<file path="src/rtl/fft_stage_ctrl.sv">
// fft_stage_ctrl: control sequencer for the two-pass 16-point FFT datapath.
// Define FFT_CTRL_ERR_EN to build the sticky err_ovr protocol-error flag.
module fft_stage_ctrl #(
    parameter int BF_LAT   = 1,
    parameter int TURN_CYC = 2
) (
    input  logic       clk,
    input  logic       rst,
    input  logic       start,
    input  logic       in_valid,
    output logic       in_ready,
    output logic       bf_src_sel,
    output logic       demux_sel,
    output logic       reg_wr_en,
    output logic       reg_rd_en,
    output logic [1:0] twiddle_idx,
    output logic       out_valid,
    output logic       busy,
    output logic       done,
    output logic       err_ovr
);

    localparam int WAIT_CYC  = BF_LAT + TURN_CYC;
    localparam int FLUSH_CYC = BF_LAT + 1;

    typedef enum logic [2:0] {
        S_IDLE,
        S_LOAD,
        S_WAIT,
        S_DRAIN,
        S_FLUSH,
        S_DONE
    } state_e;

    state_e            state_q, state_d;
    logic [1:0]        beat_q, beat_d;
    logic [3:0]        cnt_q, cnt_d;
    logic [BF_LAT-1:0] wr_dly_q, wr_dly_d;
    logic [BF_LAT:0]   rd_dly_q, rd_dly_d;
    logic              accept;

    // Strobes decoded purely from the registered state.
    always_comb begin
        in_ready    = (state_q == S_LOAD);
        bf_src_sel  = (state_q == S_WAIT) || (state_q == S_DRAIN)
                   || (state_q == S_FLUSH);
        demux_sel   = (state_q == S_DRAIN) || (state_q == S_FLUSH);
        reg_rd_en   = (state_q == S_DRAIN);
        twiddle_idx = (state_q == S_DRAIN) ? beat_q : 2'd0;
        busy        = (state_q != S_IDLE);
        done        = (state_q == S_DONE);
        accept      = in_valid && (state_q == S_LOAD);
        reg_wr_en   = wr_dly_q[BF_LAT-1];
        out_valid   = rd_dly_q[BF_LAT];
    end

    // Frame sequencing: load four beats, turn around, drain four beats, flush.
    always_comb begin
        state_d = state_q;
        beat_d  = beat_q;
        cnt_d   = cnt_q;
        unique case (state_q)
            S_IDLE: begin
                if (start) begin
                    state_d = S_LOAD;
                    beat_d  = 2'd0;
                end
            end
            S_LOAD: begin
                if (accept) begin
                    beat_d = beat_q + 2'd1;
                    if (beat_q == 2'd3) begin
                        state_d = S_WAIT;
                        cnt_d   = 4'd0;
                    end
                end
            end
            S_WAIT: begin
                if (cnt_q == 4'(WAIT_CYC - 1)) begin
                    state_d = S_DRAIN;
                    cnt_d   = 4'd0;
                    beat_d  = 2'd0;
                end else begin
                    cnt_d = cnt_q + 4'd1;
                end
            end
            S_DRAIN: begin
                beat_d = beat_q + 2'd1;
                if (beat_q == 2'd3) begin
                    state_d = S_FLUSH;
                    cnt_d   = 4'd0;
                end
            end
            S_FLUSH: begin
                if (cnt_q == 4'(FLUSH_CYC - 1)) begin
                    state_d = S_DONE;
                end else begin
                    cnt_d = cnt_q + 4'd1;
                end
            end
            S_DONE: begin
                state_d = S_IDLE;
            end
            default: begin
                state_d = S_IDLE;
            end
        endcase
    end

    // Delay lines tracking beats through the butterfly and the buffer read.
    always_comb begin
        wr_dly_d    = wr_dly_q << 1;
        wr_dly_d[0] = accept;
        rd_dly_d    = rd_dly_q << 1;
        rd_dly_d[0] = (state_q == S_DRAIN);
    end

    // State, counters and delay lines; reset aborts any frame in flight.
    always_ff @(posedge clk) begin
        if (rst) begin
            state_q  <= S_IDLE;
            beat_q   <= 2'd0;
            cnt_q    <= 4'd0;
            wr_dly_q <= '0;
            rd_dly_q <= '0;
        end else begin
            state_q  <= state_d;
            beat_q   <= beat_d;
            cnt_q    <= cnt_d;
            wr_dly_q <= wr_dly_d;
            rd_dly_q <= rd_dly_d;
        end
    end

`ifdef FFT_CTRL_ERR_EN
    logic err_q, err_d;

    // Sticky misuse flag; a fresh accepted start clears it.
    always_comb begin
        err_d = err_q;
        if ((state_q == S_IDLE) && start) begin
            err_d = 1'b0;
        end else if ((start && (state_q != S_IDLE))
                  || (in_valid && bf_src_sel)) begin
            err_d = 1'b1;
        end
    end

    // Error flag register.
    always_ff @(posedge clk) begin
        if (rst) begin
            err_q <= 1'b0;
        end else begin
            err_q <= err_d;
        end
    end

    assign err_ovr = err_q;
`else
    assign err_ovr = 1'b0;
`endif

endmodule

</file>
<file path="config.mk">
export PLATFORM = sky130hd
export DESIGN_NAME = fft_stage_ctrl
export DESIGN_NICKNAME = d
export VERILOG_FILES = /design/src/rtl/fft_stage_ctrl.sv
export SDC_FILE = /design/constraint.sdc
export NUM_CORES = 1
export LEC_CHECK = 0
export ABC_AREA = 1
export CAP_MARGIN = 20
export CORE_ASPECT_RATIO = 1.25
export CORE_UTILIZATION = 45
export DETAILED_ROUTE_END_ITERATION = 6
export HOLD_SLACK_MARGIN = 0.02
export PLACE_DENSITY = 0.73
export SETUP_SLACK_MARGIN = 0.15
export SYNTH_ARGS = -nofsm -noshare
export SYNTH_HDL_FRONTEND = slang
export SYNTH_SLANG_ARGS = --single-unit
</file>
<file path="constraint.sdc">
create_clock -name clk -period 1.3 [get_ports clk]
set_clock_uncertainty 0.05 [all_clocks]
set_input_delay 0.13 -clock clk [delete_from_list [all_inputs] [get_ports clk]]
set_output_delay 0.13 -clock clk [all_outputs]
set_load 0.1 [all_outputs]
</file>
==> flow_metrics.py <==
metrics = {
    "routing": {
        "drt_iter0_markers": 106,
        "drc": 0,
        "route.vias.total": 1193,
        "totalWireLength_um": 4240,
        "firstDrtPassIters": 5,
        "viasPerCell": 6.18,
        "drt.antenna.violating_nets": 0,
        "detail_route.wl_per_cell_um": 22.0,
    },
    "run_status": {
        "failed_checks": "negative setup slack",
        "outcome": "finished with violations",
    },
    "timing": {
        "layout_worst_path_cycle_share_pct": 128,
        "clock_period_minus_worst_slack_ps": 1660,
        "totalNegativeSetupSlack_ps": -3660,
        "final_max_slew_viol_count": 0,
        "hold_viol": 0,
        "max_freq_mhz": 601,
        "postLayoutSetupSlackWorst_ps": -364,
        "rsz0062_at_grt": "yes",
        "finalSetupViolations": 17,
    },
    "synthesis": {
        "post_synth_mux_area_share_pct": 0,
        "synth_top_family_by_area": "simple AND/OR/NAND/NOR gates",
        "synth_seq_area_share_pct": 29.6,
        "netlist_top_cells_area": "sky130_fd_sc_hd__dfxtp_1 (30%), sky130_fd_sc_hd__nand2_1 (15%), sky130_fd_sc_hd__nor2_1 (11%)",
        "synthesis.yosys.warnings": 0,
        "synth_seq_cells": 12,
        "post_synth.cell_area_avg_um2": 6.10,
        "synthXorXnorAreaFrac_pct": 1.08,
        "synthDistinctLibCells": 20,
        "synth_area_um2": 811,
        "synthDominantCellAreaShare_pct": 29.6,
        "yosys.area_share.simple_pct": 44.0,
        "synth.net_count": 141,
        "synth_adder_area_share_pct": 6.17,
        "synth_compound_gate_area_share_pct": 4.32,
        "synth_largest_area_cell": "sky130_fd_sc_hd__dfxtp_1",
        "syn-instance-count": 133,
    },
    "worst_setup_path": {
        "slowest_stage": "sky130_fd_sc_hd__dfxtp_4",
        "timing.critical_path.cells": "nor2_4 -> buf_6 -> nand3b_1 -> nand4_1 -> nand2_1 -> nand2_1 -> nor2_1",
        "crit_path_max_incr_delay_ps": 430,
        "worst-r2r-setup-slack_ps": -360,
        "critPathArrivalTime_ps": 1840,
        "worstPathMaxFanout": 5,
        "worst_setup_path_start_kind": "flip-flop",
        "crit_type": "reg -> reg",
        "timing.critical_path.max_delay_family": "simple AND/OR/NAND/NOR gates",
        "crit_path_frequent_cell": "sky130_fd_sc_hd__nand2_1",
        "worstPathRequired_ps": 1480,
        "crit_buf_inv": 1,
        "crit_path_end_kind": "flip-flop",
    },
    "placement": {
        "globalplace.congestion": 0.820,
        "io_buffers": 13,
        "detailedPlacementHpwl_um": 1440,
    },
    "clock_tree": {
        "clock_edge_transition_at_the_registers_on_the_reported_setup_and_hold_paths_ps": 90,
        "clockRootBuffer": "sky130_fd_sc_hd__clkbuf_4",
        "cts.htree.levels": 1,
        "cts_inserted_buffers": 3,
        "ctsLongestPathBuffers": 2,
        "hold_buffers": 0,
        "numClockSinks": 12,
        "cts_tree": "yes",
        "clk_latency_ps": 300,
    },
    "die": {
        "pin_count": 15,
        "die_area_um2": 1980,
        "design.core.area_um2": 1620,
        "dieWidth_um": 40.0,
        "rows": 16,
        "initial_core_util_pct": 50.0,
        "die_y_um": 49.5,
    },
    "flow_run": {
        "timing.max_cap.violations": 0,
    },
    "grt": {
        "gr-usage-all-layers_pct": 36.6,
        "gr-total-overflow": 0,
        "global_route_wire_length_before_repair_um": 5020,
        "grt_pass1_vias": 1034,
        "antenna_found_initial": 0,
        "grt_start_max_net_pins": 8,
    },
    "finish": {
        "share_of_cells_above_drive_strength_1_pct": 54.3,
        "layout.cells.most_common_list": "sky130_fd_sc_hd__nand2_1 (22), sky130_fd_sc_hd__buf_4 (18), sky130_fd_sc_hd__inv_1 (15)",
        "layout.core_utilization_pct": 96.9,
        "area.sequential_um2": 253,
        "most_common_cell_after_layout_fill_and_taps_aside": "sky130_fd_sc_hd__nand2_1",
        "design.final.nets": 184,
        "num-fill-cells": 31,
        "combined_area_of_the_multi_input_logic_cells_um2": 667,
        "num_antenna_cells": 0,
        "layout-area-overhead-vs-synth_pct": 93.8,
    },
    "power_and_ir_drop": {
        "total_power_uw": 4480,
        "irDropWorstVdd_v": 0.00184,
        "power_density_nw_per_um2": 2850,
        "power.static_leakage_uw": 0.000731,
    },
    "min_path": {
        "holdCritPathClass": "reg -> reg",
    },
}
[worst reg2reg max path, delay by kind of cell (launching register included)]
family        cells  cell delay [ps]
flops             1              430
simple gates      6              990
buf+inv           1              120
[cell families (layout without fill, tap and decap cells)]
group                    Yosys count  count (layout)
adder cells (fa/ha/maj)            4               4
XOR/XNOR                           1               1
AND/OR/NAND/NOR                   81              81
AO/OA/AOI/OAI                      7               7
buffers and inverters             27              69
flip-flops                        12              12
other                              1               1
[report_power, final]
part | switching, uW | internal [uW]
logic | 2230 | 1320
clock network | 157 | 120
registers | 158 | 489
[per-layer routing]
layer	vias to the layer above	track usage, %	share of wire [%]
met2	110	56.5	48
met3	45	11.7	9.6
met5	-	0	0
li1	488	-	-
met1	550	43.8	33
met4	0	17.2	10
[metrics by stage]
step	hold slack, ps	worst slack (ps)	cells	instance area (um^2)
floorplan	142	-103	133	887
global placement	350	-107	172	1190
detailed placement	353	-155	172	1190
CTS	368	-132	192	1430
global route	399	-498	193	1570
finish	375	-364	193	1570
[state kept, by name, indices dropped and copies added, names as in the netlist]
name and count:
rd_dly_q 2, state_q 3, reg_wr_en 1, beat_q 2, cnt_q 4
[synthesized netlist by cell type]
library cell,n
sky130_fd_sc_hd__dfxtp_1,12
sky130_fd_sc_hd__nand4_1,2
sky130_fd_sc_hd__a21oi_1,5
sky130_fd_sc_hd__nor2_4,1
sky130_fd_sc_hd__buf_6,1
sky130_fd_sc_hd__nand3_2,1
sky130_fd_sc_hd__o21ai_0,2
sky130_fd_sc_hd__nand3_1,11
sky130_fd_sc_hd__inv_2,2
sky130_fd_sc_hd__buf_4,2
sky130_fd_sc_hd__conb_1,1
sky130_fd_sc_hd__nor2_2,1
sky130_fd_sc_hd__nand2_1,33
sky130_fd_sc_hd__nor3_1,3
sky130_fd_sc_hd__nor2_1,24
sky130_fd_sc_hd__nand3b_1,1
sky130_fd_sc_hd__inv_1,22
sky130_fd_sc_hd__xor2_1,1
sky130_fd_sc_hd__nand2_2,4
sky130_fd_sc_hd__ha_1,4
[what timing repair did]
item | CTS | global route
pin swaps | 7 | 18
gates resized for setup | 24 | 35
endpoints found under the setup margin | 17 | 17
gates cloned | 0 | 0
setup buffers | 16 | 1
hold endpoints to repair | 0 | 0
[layout make-up]
type | count | area share (%)
clock buffer | 4 | 1.67
inverter | 24 | 7.17
multi-input combinational | 94 | 42.4
sequential | 12 | 16.1
tap | 18 | 1.43
timing repair buffer | 41 | 31.2
[path summary, 6_finish.rpt]
| path | endpoint | depth (start not counted) | startpoint |
|---|---|---|---|
| worst max-delay path | beat_q[0]$_SDFFE_PP0P_ | 7 | state_q[0]$_SDFFE_PP0P_ |
| worst min-delay path | rd_dly_q[1]$_SDFF_PP0_ | 2 | rd_dly_q[0]$_SDFF_PP0_ |
| worst max register to register | beat_q[0]$_SDFFE_PP0P_ | 7 | state_q[0]$_SDFFE_PP0P_ |
| worst min register to register | rd_dly_q[1]$_SDFF_PP0_ | 2 | rd_dly_q[0]$_SDFF_PP0_ |
(Power assumes the default switching activity.)
